`config.mk`:
```
export PLATFORM = sky130hd
export DESIGN_NAME = cosim_cycle_count_requester
export DESIGN_NICKNAME = d
export VERILOG_FILES = /design/src/rtl/cosim_cycle_count_pkg.sv /design/src/rtl/cosim_cycle_count_period_timer.sv /design/src/rtl/cosim_cycle_count_requester.sv
export SDC_FILE = /design/constraint.sdc
export NUM_CORES = 1
export LEC_CHECK = 0
export BUFFER_PORTS_ARGS = -buffer_cell sky130_fd_sc_hd__buf_2
export CAP_MARGIN = 10
export CORE_MARGIN = 5
export CORE_UTILIZATION = 50
export CTS_BUF_LIST = sky130_fd_sc_hd__clkbuf_4
export CTS_CLUSTER_SIZE = 30
export DETAILED_ROUTE_END_ITERATION = 7
export PLACE_DENSITY = 0.75
export SLEW_MARGIN = 15
export SYNTH_ARGS = -nofsm -noshare
export SYNTH_HDL_FRONTEND = slang
export SYNTH_SLANG_ARGS = --single-unit
```
`constraint.sdc`:
```
create_clock -name clk -period 21 [get_ports clk]
set_clock_uncertainty 0.2 [all_clocks]
set_input_delay 4.2 -clock clk [delete_from_list [all_inputs] [get_ports clk]]
set_output_delay 4.2 -clock clk [all_outputs]
set_load 0.01 [all_outputs]
```
`src/rtl/cosim_cycle_count_pkg.sv`:
```
// -----------------------------------------------------------------------------
// cosim_cycle_count_pkg
// Shared types for the cycle-count request/response initiator.
//   resp_t      : 128-bit response payload, cycle in the upper 64 bits,
//                 frequency (Hz) in the lower 64 bits.
//   state_t     : requester FSM states.
//   RESP_BITS   : width of the packed response payload.
//   cycle_delta : elapsed cycles between two samples, modulo 2^64.
// -----------------------------------------------------------------------------
package cosim_cycle_count_pkg;

    localparam int RESP_BITS = 128;

    typedef struct packed {
        longint unsigned cycle;
        longint unsigned freq;
    } resp_t;

    typedef enum logic [1:0] {
        IDLE = 2'd0,
        REQ  = 2'd1,
        WAIT = 2'd2
    } state_t;

    // The very first sample has no predecessor, so its delta is defined as 0.
    function automatic logic [63:0] cycle_delta(input logic        first,
                                                input logic [63:0] new_cycle,
                                                input logic [63:0] old_cycle);
        return first ? 64'd0 : (new_cycle - old_cycle);
    endfunction

endpackage

```
`src/rtl/cosim_cycle_count_period_timer.sv`:
```
// -----------------------------------------------------------------------------
// cosim_cycle_count_period_timer
// Reloadable down-counter. Loads RELOAD on reset and whenever load is high,
// otherwise decrements while enable is high and stops at 0. expired is high
// while the count equals 1, i.e. in the last cycle of the interval.
// RELOAD = 0 parks the counter at 0 so expired never fires.
//   clk     : clock
//   rst     : asynchronous active-high reset
//   load    : reload the counter (takes precedence over enable)
//   enable  : count down this cycle
//   expired : last cycle of the interval
// -----------------------------------------------------------------------------
module cosim_cycle_count_period_timer #(
    parameter int unsigned RELOAD = 1
) (
    input  logic clk,
    input  logic rst,
    input  logic load,
    input  logic enable,
    output logic expired
);

    logic [31:0] count;

    // NOTE: clocked state uses non-blocking (<=) so every flop samples the
    // pre-edge values of the others; blocking here would create order races.
    always_ff @(posedge clk or posedge rst) begin
        if (rst) begin
            count <= RELOAD;
        end else if (load) begin
            count <= RELOAD;
        end else if (enable && count != 32'd0) begin
            count <= count - 32'd1;
        end
    end

    assign expired = (count == 32'd1);

endmodule

```
`src/rtl/cosim_cycle_count_requester.sv`:
```
// -----------------------------------------------------------------------------
// cosim_cycle_count_requester
// Hardware-side initiator for the cycle-count protocol. Sends a 1-bit request
// on a valid/ready channel (on trigger or periodically), accepts a 128-bit
// {cycle, freq} response, latches it and reports the elapsed cycle count since
// the previous sample.
//   clk, rst                     : clock, asynchronous active-high reset
//   trigger                      : one-cycle request for a sample
//   req_valid/req_ready/req_data : request channel (payload always 0)
//   resp_valid/resp_ready        : response channel handshake
//   resp_data                    : {cycle[127:64], freq[63:0]}
//   sample_valid                 : one-cycle pulse when a sample is latched
//   sample_cycle/freq/delta      : latched sample and cycle delta
//   sample_first                 : latched sample is the first since reset
//   busy                         : request or wait in progress
//   timeout_pulse/timeout_err    : abort pulse and sticky abort flag
//   drop_count                   : saturating count of stale responses
// -----------------------------------------------------------------------------
module cosim_cycle_count_requester
    import cosim_cycle_count_pkg::*;
#(
    parameter int unsigned PERIOD_CYCLES  = 0,
    parameter int unsigned TIMEOUT_CYCLES = 1024,
    parameter int          DROP_CNT_W     = 8
) (
    input  logic                  clk,
    input  logic                  rst,
    input  logic                  trigger,
    output logic                  req_valid,
    input  logic                  req_ready,
    output logic                  req_data,
    input  logic                  resp_valid,
    output logic                  resp_ready,
    input  logic [RESP_BITS-1:0]  resp_data,
    output logic                  sample_valid,
    output logic [63:0]           sample_cycle,
    output logic [63:0]           sample_freq,
    output logic [63:0]           sample_delta,
    output logic                  sample_first,
    output logic                  busy,
    output logic                  timeout_pulse,
    output logic                  timeout_err,
    output logic [DROP_CNT_W-1:0] drop_count
);

    // Reset asserts immediately but releases on a clock edge, so no flop
    // leaves reset in a different cycle from its neighbours.
    logic [1:0] rst_sync;
    logic       rst_int;

    always_ff @(posedge clk or posedge rst) begin
        if (rst) begin
            rst_sync <= 2'b11;
        end else begin
            rst_sync <= {rst_sync[0], 1'b0};
        end
    end

    assign rst_int = rst_sync[1];

    state_t state, state_nxt;
    resp_t  resp;
    logic   pending;
    logic   first_flag;
    logic   period_exp;
    logic   tmo_exp;
    logic   go_req;
    logic   enter_req;
    logic   resp_fire;
    logic   capture;
    logic   abort;
    logic   drop;

    assign resp     = resp_t'(resp_data);
    assign req_data = 1'b0;

    cosim_cycle_count_period_timer #(.RELOAD(PERIOD_CYCLES)) u_period (
        .clk     (clk),
        .rst     (rst_int),
        .load    (enter_req),
        .enable  (1'b1),
        .expired (period_exp)
    );

    cosim_cycle_count_period_timer #(.RELOAD(TIMEOUT_CYCLES)) u_timeout (
        .clk     (clk),
        .rst     (rst_int),
        .load    (enter_req),
        .enable  (state != IDLE),
        .expired (tmo_exp)
    );

    // NOTE: every signal driven here gets a default first; a path that leaves
    // one unassigned would infer a latch.
    always_comb begin
        state_nxt = state;
        enter_req = 1'b0;
        capture   = 1'b0;
        abort     = 1'b0;
        go_req    = trigger || pending || period_exp;
        resp_fire = resp_valid && resp_ready;
        case (state)
            IDLE: begin
                if (go_req) begin
                    state_nxt = REQ;
                    enter_req = 1'b1;
                end
            end
            REQ: begin
                // A responder may answer in the same cycle it accepts.
                if (req_ready && resp_fire) begin
                    capture   = 1'b1;
                    state_nxt = IDLE;
                end else if (tmo_exp) begin
                    abort     = 1'b1;
                    state_nxt = IDLE;
                end else if (req_ready) begin
                    state_nxt = WAIT;
                end
            end
            WAIT: begin
                if (resp_fire) begin
                    capture   = 1'b1;
                    state_nxt = IDLE;
                end else if (tmo_exp) begin
                    abort     = 1'b1;
                    state_nxt = IDLE;
                end
            end
            default: state_nxt = IDLE;
        endcase
        // Anything accepted that does not answer an outstanding request is stale.
        drop = resp_fire && !capture;
    end

    always_ff @(posedge clk or posedge rst_int) begin
        if (rst_int) begin
            state         <= IDLE;
            req_valid     <= 1'b0;
            resp_ready    <= 1'b0;
            busy          <= 1'b0;
            pending       <= 1'b0;
            first_flag    <= 1'b1;
            sample_valid  <= 1'b0;
            sample_cycle  <= 64'd0;
            sample_freq   <= 64'd0;
            sample_delta  <= 64'd0;
            sample_first  <= 1'b0;
            timeout_pulse <= 1'b0;
            timeout_err   <= 1'b0;
            drop_count    <= '0;
        end else begin
            state      <= state_nxt;
            // Outputs follow the next state so they are registered yet aligned
            // with the state they describe.
            req_valid  <= (state_nxt == REQ);
            busy       <= (state_nxt != IDLE);
            resp_ready <= 1'b1;

            // Requests that arrive while busy coalesce into one; leaving IDLE
            // consumes it.
            if (state == IDLE) begin
                pending <= 1'b0;
            end else if (trigger || period_exp) begin
                pending <= 1'b1;
            end

            sample_valid <= capture;
            if (capture) begin
                sample_cycle <= resp.cycle;
                sample_freq  <= resp.freq;
                sample_delta <= cycle_delta(first_flag, resp.cycle, sample_cycle);
                sample_first <= first_flag;
                first_flag   <= 1'b0;
            end

            timeout_pulse <= abort;
            if (abort) begin
                timeout_err <= 1'b1;
            end

            if (drop && drop_count != '1) begin
                drop_count <= drop_count + DROP_CNT_W'(1);
            end
        end
    end

endmodule

```
==> metrics.cfg, run 1 <==
[timing]
hold_viol_final = 0
slew_headroom_pct = 31.2
min_period_ns = 7.33
final.period_utilization_pct = 34.9
worst_hold_slack_ns = 0.157
max_freq_mhz = 136
fin_setup_tns_ns = 0
slew_viol_final = 0
setup_viol = 0
worst_pin_slew_ns = 1.03
rsz0062_at_grt = no

[logic_synthesis]
synth_cell_types = 77
synth-seq-cells = 277
ys_seq_area_share_pct = 46.6
dominantRegCellSynth = dfrtp_1
yosys-top-cells-area = dfrtp_1 46%, nand2_1 8.8%, ha_1 6.3%
synth.top_cell.area_share_pct = 45.9
netlist_instances = 1649
synth.avg_cell_area_um2 = 9.03
yosysWarnings = 0
syn_area_um2 = 14900
yosys.area.top_type = dfrtp_1
synth-edff-count = 0
synthArstFlopShare_pct = 100

[cts]
clock_latency_ns = 0.66
path_clk_slew_ns = 0.06
cts.sinks = 277
cts_resized = 0
ctsHtreeMaxLevel = 3
clk_path_buf_depth = 3
cts_tree = built
post-cts-setup-buffers = 0
cts_root_buf = clkbuf_4
postCtsHoldBufs = 0
cts_buffers = 77

[route]
routed_via_density = 5.40
dr.pass1.iters = 5
vias = 13184
initialDrtViolationCount = 729
ant_nets = 0
wl_um = 41500
drc = 0
routedWlPerCell_um = 17.0

[pwr]
power_mw = 2.94
leakage_nw = 9.20
max-vdd-ir-drop_uv = 79.7
power.density_nw_per_um2 = 164

[finish]
drive_gt1_share_pct = 24.7
fin_nets = 2201
n_fill_cell = 2624
area_delta_synth_final_pct = 20.2
final_area_um2 = 17900

[worst_setup_path]
path_cells = buf_2 > inv_1 > ha_1 > fa_1 > nand2b_1 > a211oi_1 > o21bai_1 > a2111oi_2 > nor3_1 > o41ai_2 > o31a_1 > a31oi_1 > xnor2_1 > a22o_1
r2r_start = sample_cycle[0]$_DFFE_PP0P_
arrival_ns = 7.66
path_buf_inv = 2
startpoint = resp_data[64]
slowest_stage = o41ai_2
regToRegSetupSlack_ns = 16.97
critPathKind = in2reg
path_max_fanout = 5
critPathMaxStageDelay_ns = 0.48
critPathLaunchType = primary input
worstSetupEndpointType = flop
r2r_cells = 12
worstPathRequired_ns = 21.33
critical-path-top-delay-family = compound AO/OA/AOI/OAI gates
r2r_end = sample_delta[58]$_DFFE_PP0P_

[global_route]
grtUsageTotal_pct = 24.5
antenna_found_initial = 2
grt_pass1_vias = 13466
grt_remaining_overflow = 0
grt_max_degree = 137
grt_pass1_wl_um = 67500

[run_status]
status = finished clean

[placed_design]
placed_cell_area_um2 = 16800
numPortBuffers = 339
place_congestion = 0.908
hpwl_um = 30200

[die]
die_y_um = 183
start_util_pct = 50.5
design.die.area_um2 = 33300
num_rows = 63
die_x_um = 183
design.core.area_um2 = 29500
io-pin-count = 341

[worst_hold_path]
worstHoldStart = rst_sync[0]$_DFF_PP1_
hold_depth = 0
hold_end = rst_sync[1]$_DFF_PP1_
hold_path_class = reg2reg

[run]
cap_violations = 0

state kept, by name (all words and copies together), names as in the netlist, 2 cells and up:
| register | count |
|---|---|
| u_timeout.count | 32 |
| sample_delta | 64 |
| rst_sync | 2 |
| state | 2 |
| drop_count | 8 |
| sample_cycle | 64 |
| u_period.count | 32 |
| sample_freq | 64 |
per-layer routing:
metal | global-route usage [%] | up-vias | wire, um
met5 | 0 | - | 0
met3 | 7.49 | 103 | 3470
met2 | 38.8 | 419 | 19200
met4 | 9.61 | 0 | 1390
met1 | 31.6 | 6295 | 17400
li1 | - | 6367 | -
cell families (layout without fill, tap and decap cells):
kind of cell / count (synthesis) / in the layout / synth area share, %
and+or+nand+nor: 609 / 609 / 18.4
AOI/OAI and AO/OA: 384 / 384 / 16.7
DFF: 277 / 277 / 46.6
buffers and inverters: 178 / 579 / 4.60
xor gates and xnor gates: 120 / 120 / 7.06
adders and majority gates: 76 / 76 / 6.44
muxes: 3 / 3 / 0.219
other: 2 / 5 / 0.0505
synth_stat cells, types with 6 or more instances:
| cell type | n |
|---|---|
| nand2_1 | 347 |
| dfrtp_1 | 273 |
| o21ai_0 | 107 |
| nor2_1 | 104 |
| a21oi_1 | 97 |
| inv_1 | 95 |
| ha_1 | 75 |
| clkbuf_1 | 72 |
| xnor2_1 | 72 |
| a22o_1 | 58 |
| xor2_1 | 48 |
| nor3_1 | 30 |
| nand4_1 | 25 |
| a21o_1 | 17 |
| o21bai_1 | 17 |
| nand2b_1 | 14 |
| a31oi_1 | 13 |
| nand3_1 | 11 |
| or3_1 | 11 |
| nor4_1 | 10 |
| o31ai_1 | 10 |
| and3_1 | 9 |
| a211oi_1 | 8 |
| and2_1 | 8 |
| o211ai_1 | 8 |
| or4_1 | 8 |
| buf_2 | 7 |
| o21a_1 | 7 |
| nor2b_1 | 6 |
final cells by class:
class                      instances  area (um^2)  share of cell area, %
multi-input combinational       1195         7290                   40.7
sequential                       277         6940                   38.8
timing repair buffer             346         1750                   9.78
clock buffer                     121          908                   5.08
tap                              390          488                   2.73
inverter                          95          369                   2.06
clock inverter                    17          146                  0.818
antenna                            2         5.00                 0.0280
cells in the final DEF, fill, tap and decap left out, types with 8 or more instances in the layout:
cell type,n
a211oi_1,8
nor3_1,30
or3_1,11
o21ai_0,107
a31oi_1,13
a21oi_1,97
nor2_1,103
nand3_1,10
nand2_1,347
o211ai_1,8
a22o_1,58
and3_1,9
nor4_1,10
nand2b_1,14
inv_1,93
buf_2,339
ha_1,75
o21bai_1,17
xor2_1,48
nand4_1,25
clkinv_1,9
and2_1,8
o31ai_1,10
dfrtp_1,273
xnor2_1,72
a21o_1,17
or4_1,8
clkbuf_4,121
power by group:
part / total [mW] / switching [mW] / leakage (nW) / internal (mW)
Combinational: 1.50 / 0.903 / 5.05 / 0.602
Sequential: 0.905 / 0.149 / 3.52 / 0.756
Clock: 0.532 / 0.233 / 0.633 / 0.298
Total: 2.94 / 1.29 / 9.20 / 1.66
through the flow:
step	utilization (%)	worst slack, ns	cells
2_1_floorplan	-	12.91	1650
3_3_place_gp	57.1	13.02	2303
3_5_place_dp	57.1	12.94	2303
4_1_cts	60.7	13.66	2441
5_1_grt	60.7	13.44	2443
6_report	60.7	13.67	2443
worst register-to-register path, delay by kind of cell (launching register included):
kind / cells / cell delay [ns]
and+or+nand+nor: 2 / 0.36
DFF: 1 / 0.41
xor gates and xnor gates: 1 / 0.15
adders and majority gates: 2 / 0.63
AOI/OAI and AO/OA: 7 / 2.18
worst max path at each step:
stage                                               to  slack (ns)  depth (start not counted)
final                     sample_delta[58]$_DFFE_PP0P_       13.67                         14
after global routing      sample_delta[58]$_DFFE_PP0P_       13.44                         14
after CTS                 sample_delta[58]$_DFFE_PP0P_       13.66                         14
after detailed placement  sample_delta[58]$_DFFE_PP0P_       12.94                         14
after global placement    sample_delta[58]$_DFFE_PP0P_       13.02                         14
after floorplan                         busy$_DFF_PP0_       12.91                          1
Power figures use the tool's default switching activity.
==> run 2, diff against run 1 <==
ABC_AREA = 1   (was not set)
PLACE_DENSITY = 0.76   (was 0.75)
clock period = 6.24 ns   (was 21 ns; I/O delays follow)
==> run 2 against run 1 <==
Design area rose by 17%. Power rose to 3.7 times the previous value. Sequential power grew to 3.4 times the previous value. Final cell count is 48% higher. Critical path type is now reg2reg. Largest power group unchanged. Highest routed layer unchanged.
==> metrics.cfg, run 2 <==
[logic_synthesis]
synth_cell_types = 48  ; -38%
synth-seq-cells = 277  ; unchanged
netlist_top_cells_count = 1082 x nand2_1, 485 x inv_1, 273 x dfrtp_1
yosysWarnings = 0  ; unchanged
synth.avg_cell_area_um2 = 6.57  ; -27%
syn_area_um2 = 17900  ; +20%
synthArstFlopShare_pct = 100  ; unchanged
netlist_instances = 2716  ; +65%
ys_seq_area_share_pct = 38.8  ; -7.8 points
yosys-top-cells-area = dfrtp_1 38%, nand2_1 23%, inv_1 10%
synthMostInstantiatedCell = nand2_1
synth-edff-count = 0  ; unchanged
synthXorXnorAreaFrac_pct = 2.21  ; -4.9 points
synth.top_cell.area_share_pct = 38.3  ; -7.6 points
synth_fa_ha_area_share_pct = 5.37  ; -1.1 points
synth.area.mux_share_pct = 0.0631  ; -0.16 points
yosys.area_share.simple_pct = 35.3  ; +17 points
yosys.area.top_type = dfrtp_1
synth_top_family_by_area = simple AND/OR/NAND/NOR gates
dominantRegCellSynth = dfrtp_1
synth_compound_area_share_pct = 6.40  ; -10 points

[worst_setup_path]
path_max_fanout = 49  ; +44
startpoint = state[1]$_DFF_PP0_
critPathLaunchType = flop
r2r_start = state[1]$_DFF_PP0_
r2r_cells = 11  ; -1
arrival_ns = 4.49  ; -3.17 ns
worstSetupEndpointType = flop
critPathKind = reg2reg
regToRegSetupSlack_ns = 2.23  ; -14.74 ns
worstPathRequired_ns = 6.72  ; -14.61 ns
r2r_end = sample_delta[39]$_DFFE_PP0P_

[cts]
ctsHtreeMaxLevel = 3  ; unchanged
clock_latency_ns = 0.76  ; +0.10 ns
cts_resized = 0  ; unchanged
clk_path_buf_depth = 3  ; unchanged
cts.sinks = 277  ; unchanged
cts_root_buf = clkbuf_4
cts_tree = built
post-cts-setup-buffers = 0  ; unchanged
cts_buffers = 80  ; +3.9%
postCtsHoldBufs = 0  ; unchanged
path_clk_slew_ns = 0.07  ; about the same

[die]
design.die.area_um2 = 39600  ; +19%
io-pin-count = 341  ; unchanged
design.core.area_um2 = 35400  ; +20%
die_y_um = 199  ; +9.0%
die_x_um = 199  ; +9.0%
start_util_pct = 50.4  ; about the same
num_rows = 69  ; +9.5%

[placed_design]
place_congestion = 0.981  ; +8.0%
numPortBuffers = 339  ; unchanged
place_ws_ns = 1.56  ; -11.38 ns
hpwl_um = 44100  ; +46%

[run]
cap_violations = 0  ; unchanged

[route]
routedWlPerCell_um = 15.7  ; -7.3%
drc = 0  ; unchanged
routed-wl-met3_um = 4030  ; +16%
initialDrtViolationCount = 1198  ; +64%
dr.pass1.iters = 6  ; +1
routed_via_density = 5.00  ; -7.3%
vias = 18048  ; +37%
ant_nets = 0  ; unchanged
wl_um = 56800  ; +37%
wl_met2_um = 27100  ; +41%
wirelength_met1_um = 23900  ; +37%
maxUsedRoutingLayer = met4

[global_route]
antenna_found_initial = 2  ; unchanged
grtUsageTotal_pct = 28.0  ; +3.5 points
grt_remaining_overflow = 0  ; unchanged
grt_pass1_wl_um = 89100  ; +32%
grt_pass1_vias = 17689  ; +31%
grt_max_degree = 131  ; -4.4%

[pwr]
max-vdd-ir-drop_uv = 291  ; +270%
power.density_nw_per_um2 = 523  ; +220%
leakage_nw = 12.9  ; +40%
power_mw = 10.9  ; +270%

[timing]
worst_hold_slack_ns = 0.0867  ; -0.0708 ns
final.period_utilization_pct = 64.3
worst_pin_slew_ns = 1.15  ; +0.112 ns
rsz0062_at_grt = no
hold_viol_final = 0  ; unchanged
slew_viol_final = 0  ; unchanged
fin_setup_tns_ns = 0  ; unchanged
slew_headroom_pct = 23.7  ; -7.5 points
setup_viol = 0  ; unchanged
worst_slack_ns = 2.23  ; -11.44 ns
min_period_ns = 4.01
max_freq_mhz = 249

[finish]
fin_nets = 3302  ; +50%
area_delta_synth_final_pct = 17.2
layout_commonest_cell = nand2_1
n_fill_cell = 3478  ; +33%
layout_common_cells = 1082 x nand2_1, 483 x inv_1, 339 x buf_2
drive_gt1_share_pct = 16.2  ; -8.5 points
reg_top3 = sample_cycle x64, sample_delta x64, sample_freq x64

[worst_hold_path]
hold_path_class = reg2async

[run_status]
status = finished clean

run 2: cell count changes after synthesis, moves of 27 or more:
cell | before | now
nand2_1 | 347 | 1082
a22o_1 | 58 | 0
nor2_1 | 104 | 236
nand3_1 | 11 | 135
a21oi_1 | 97 | 70
inv_1 | 95 | 485
clkbuf_1 | 72 | 23
xnor2_1 | 72 | 13
run 2: how the worst max path moves through the flow:
| stage | end | slack [ns] | cells after the start |
|---|---|---|---|
| after floorplan | busy$_DFF_PP0_ | 2.03 | 1 |
| final | sample_delta[39]$_DFFE_PP0P_ | 2.23 | 11 |
| after global routing | sample_delta[39]$_DFFE_PP0P_ | 1.91 | 11 |
| after detailed placement | sample_delta[37]$_DFFE_PP0P_ | 1.56 | 10 |
| after CTS | sample_delta[37]$_DFFE_PP0P_ | 2.26 | 11 |
| after global placement | sample_delta[39]$_DFFE_PP0P_ | 1.65 | 10 |
run 2: cell type report:
class,count,area [um^2],share of cell area (%)
multi-input cells,1897,8830,42.2
flip-flops and latches,277,6940,33.1
inverters,489,1840,8.80
repair buffers,348,1780,8.49
clock buffers,110,826,3.95
well taps,461,577,2.76
clock inverters,23,126,0.604
diodes,3,7.51,0.0359
run 2: report_power, final:
group | total [mW] | leakage, nW | switching [mW] | internal (mW)
Clock | 1.67 | 0.572 | 0.817 | 0.854
Combinational | 6.16 | 8.76 | 4.13 | 2.03
Sequential | 3.11 | 3.55 | 0.539 | 2.57
run 2: through the flow:
step,instances,cell area (um^2),utilization (%)
after floorplan,2717,17900,-
after global placement,3472,20000,56.4
after detailed placement,3472,20000,56.4
after CTS,3605,20900,59.1
after global routing,3607,20900,59.1
final,3608,20900,59.1
run 2: worst max-delay path, stage by stage (launching register included):
cell and delay (ns):
dfrtp_1 0.43, inv_1 0.10, ha_1 0.14, inv_1 0.06, o21ai_0 0.34, nand3_4 0.47
inv_4 0.51, nand2_1 0.62, inv_1 0.30, buf_4 0.47, nand2_1 0.09, o21ai_0 0.15
run 2: layer usage:
layer,vias to the layer above,track usage (%)
met2,609,46.7
met5,-,0
li1,9042,-
met4,0,10.7
met1,8263,36.3
met3,134,5.52
run 2: logic make-up (layout without fill, tap and decap cells):
family | count (synthesis) | in the layout
muxes | 1 | 1
AOI/OAI and AO/OA | 217 | 217
xor gates and xnor gates | 45 | 45
buffers and inverters | 543 | 970
and+or+nand+nor | 1555 | 1555
adders and majority gates | 76 | 76
DFF | 277 | 277
other | 2 | 6
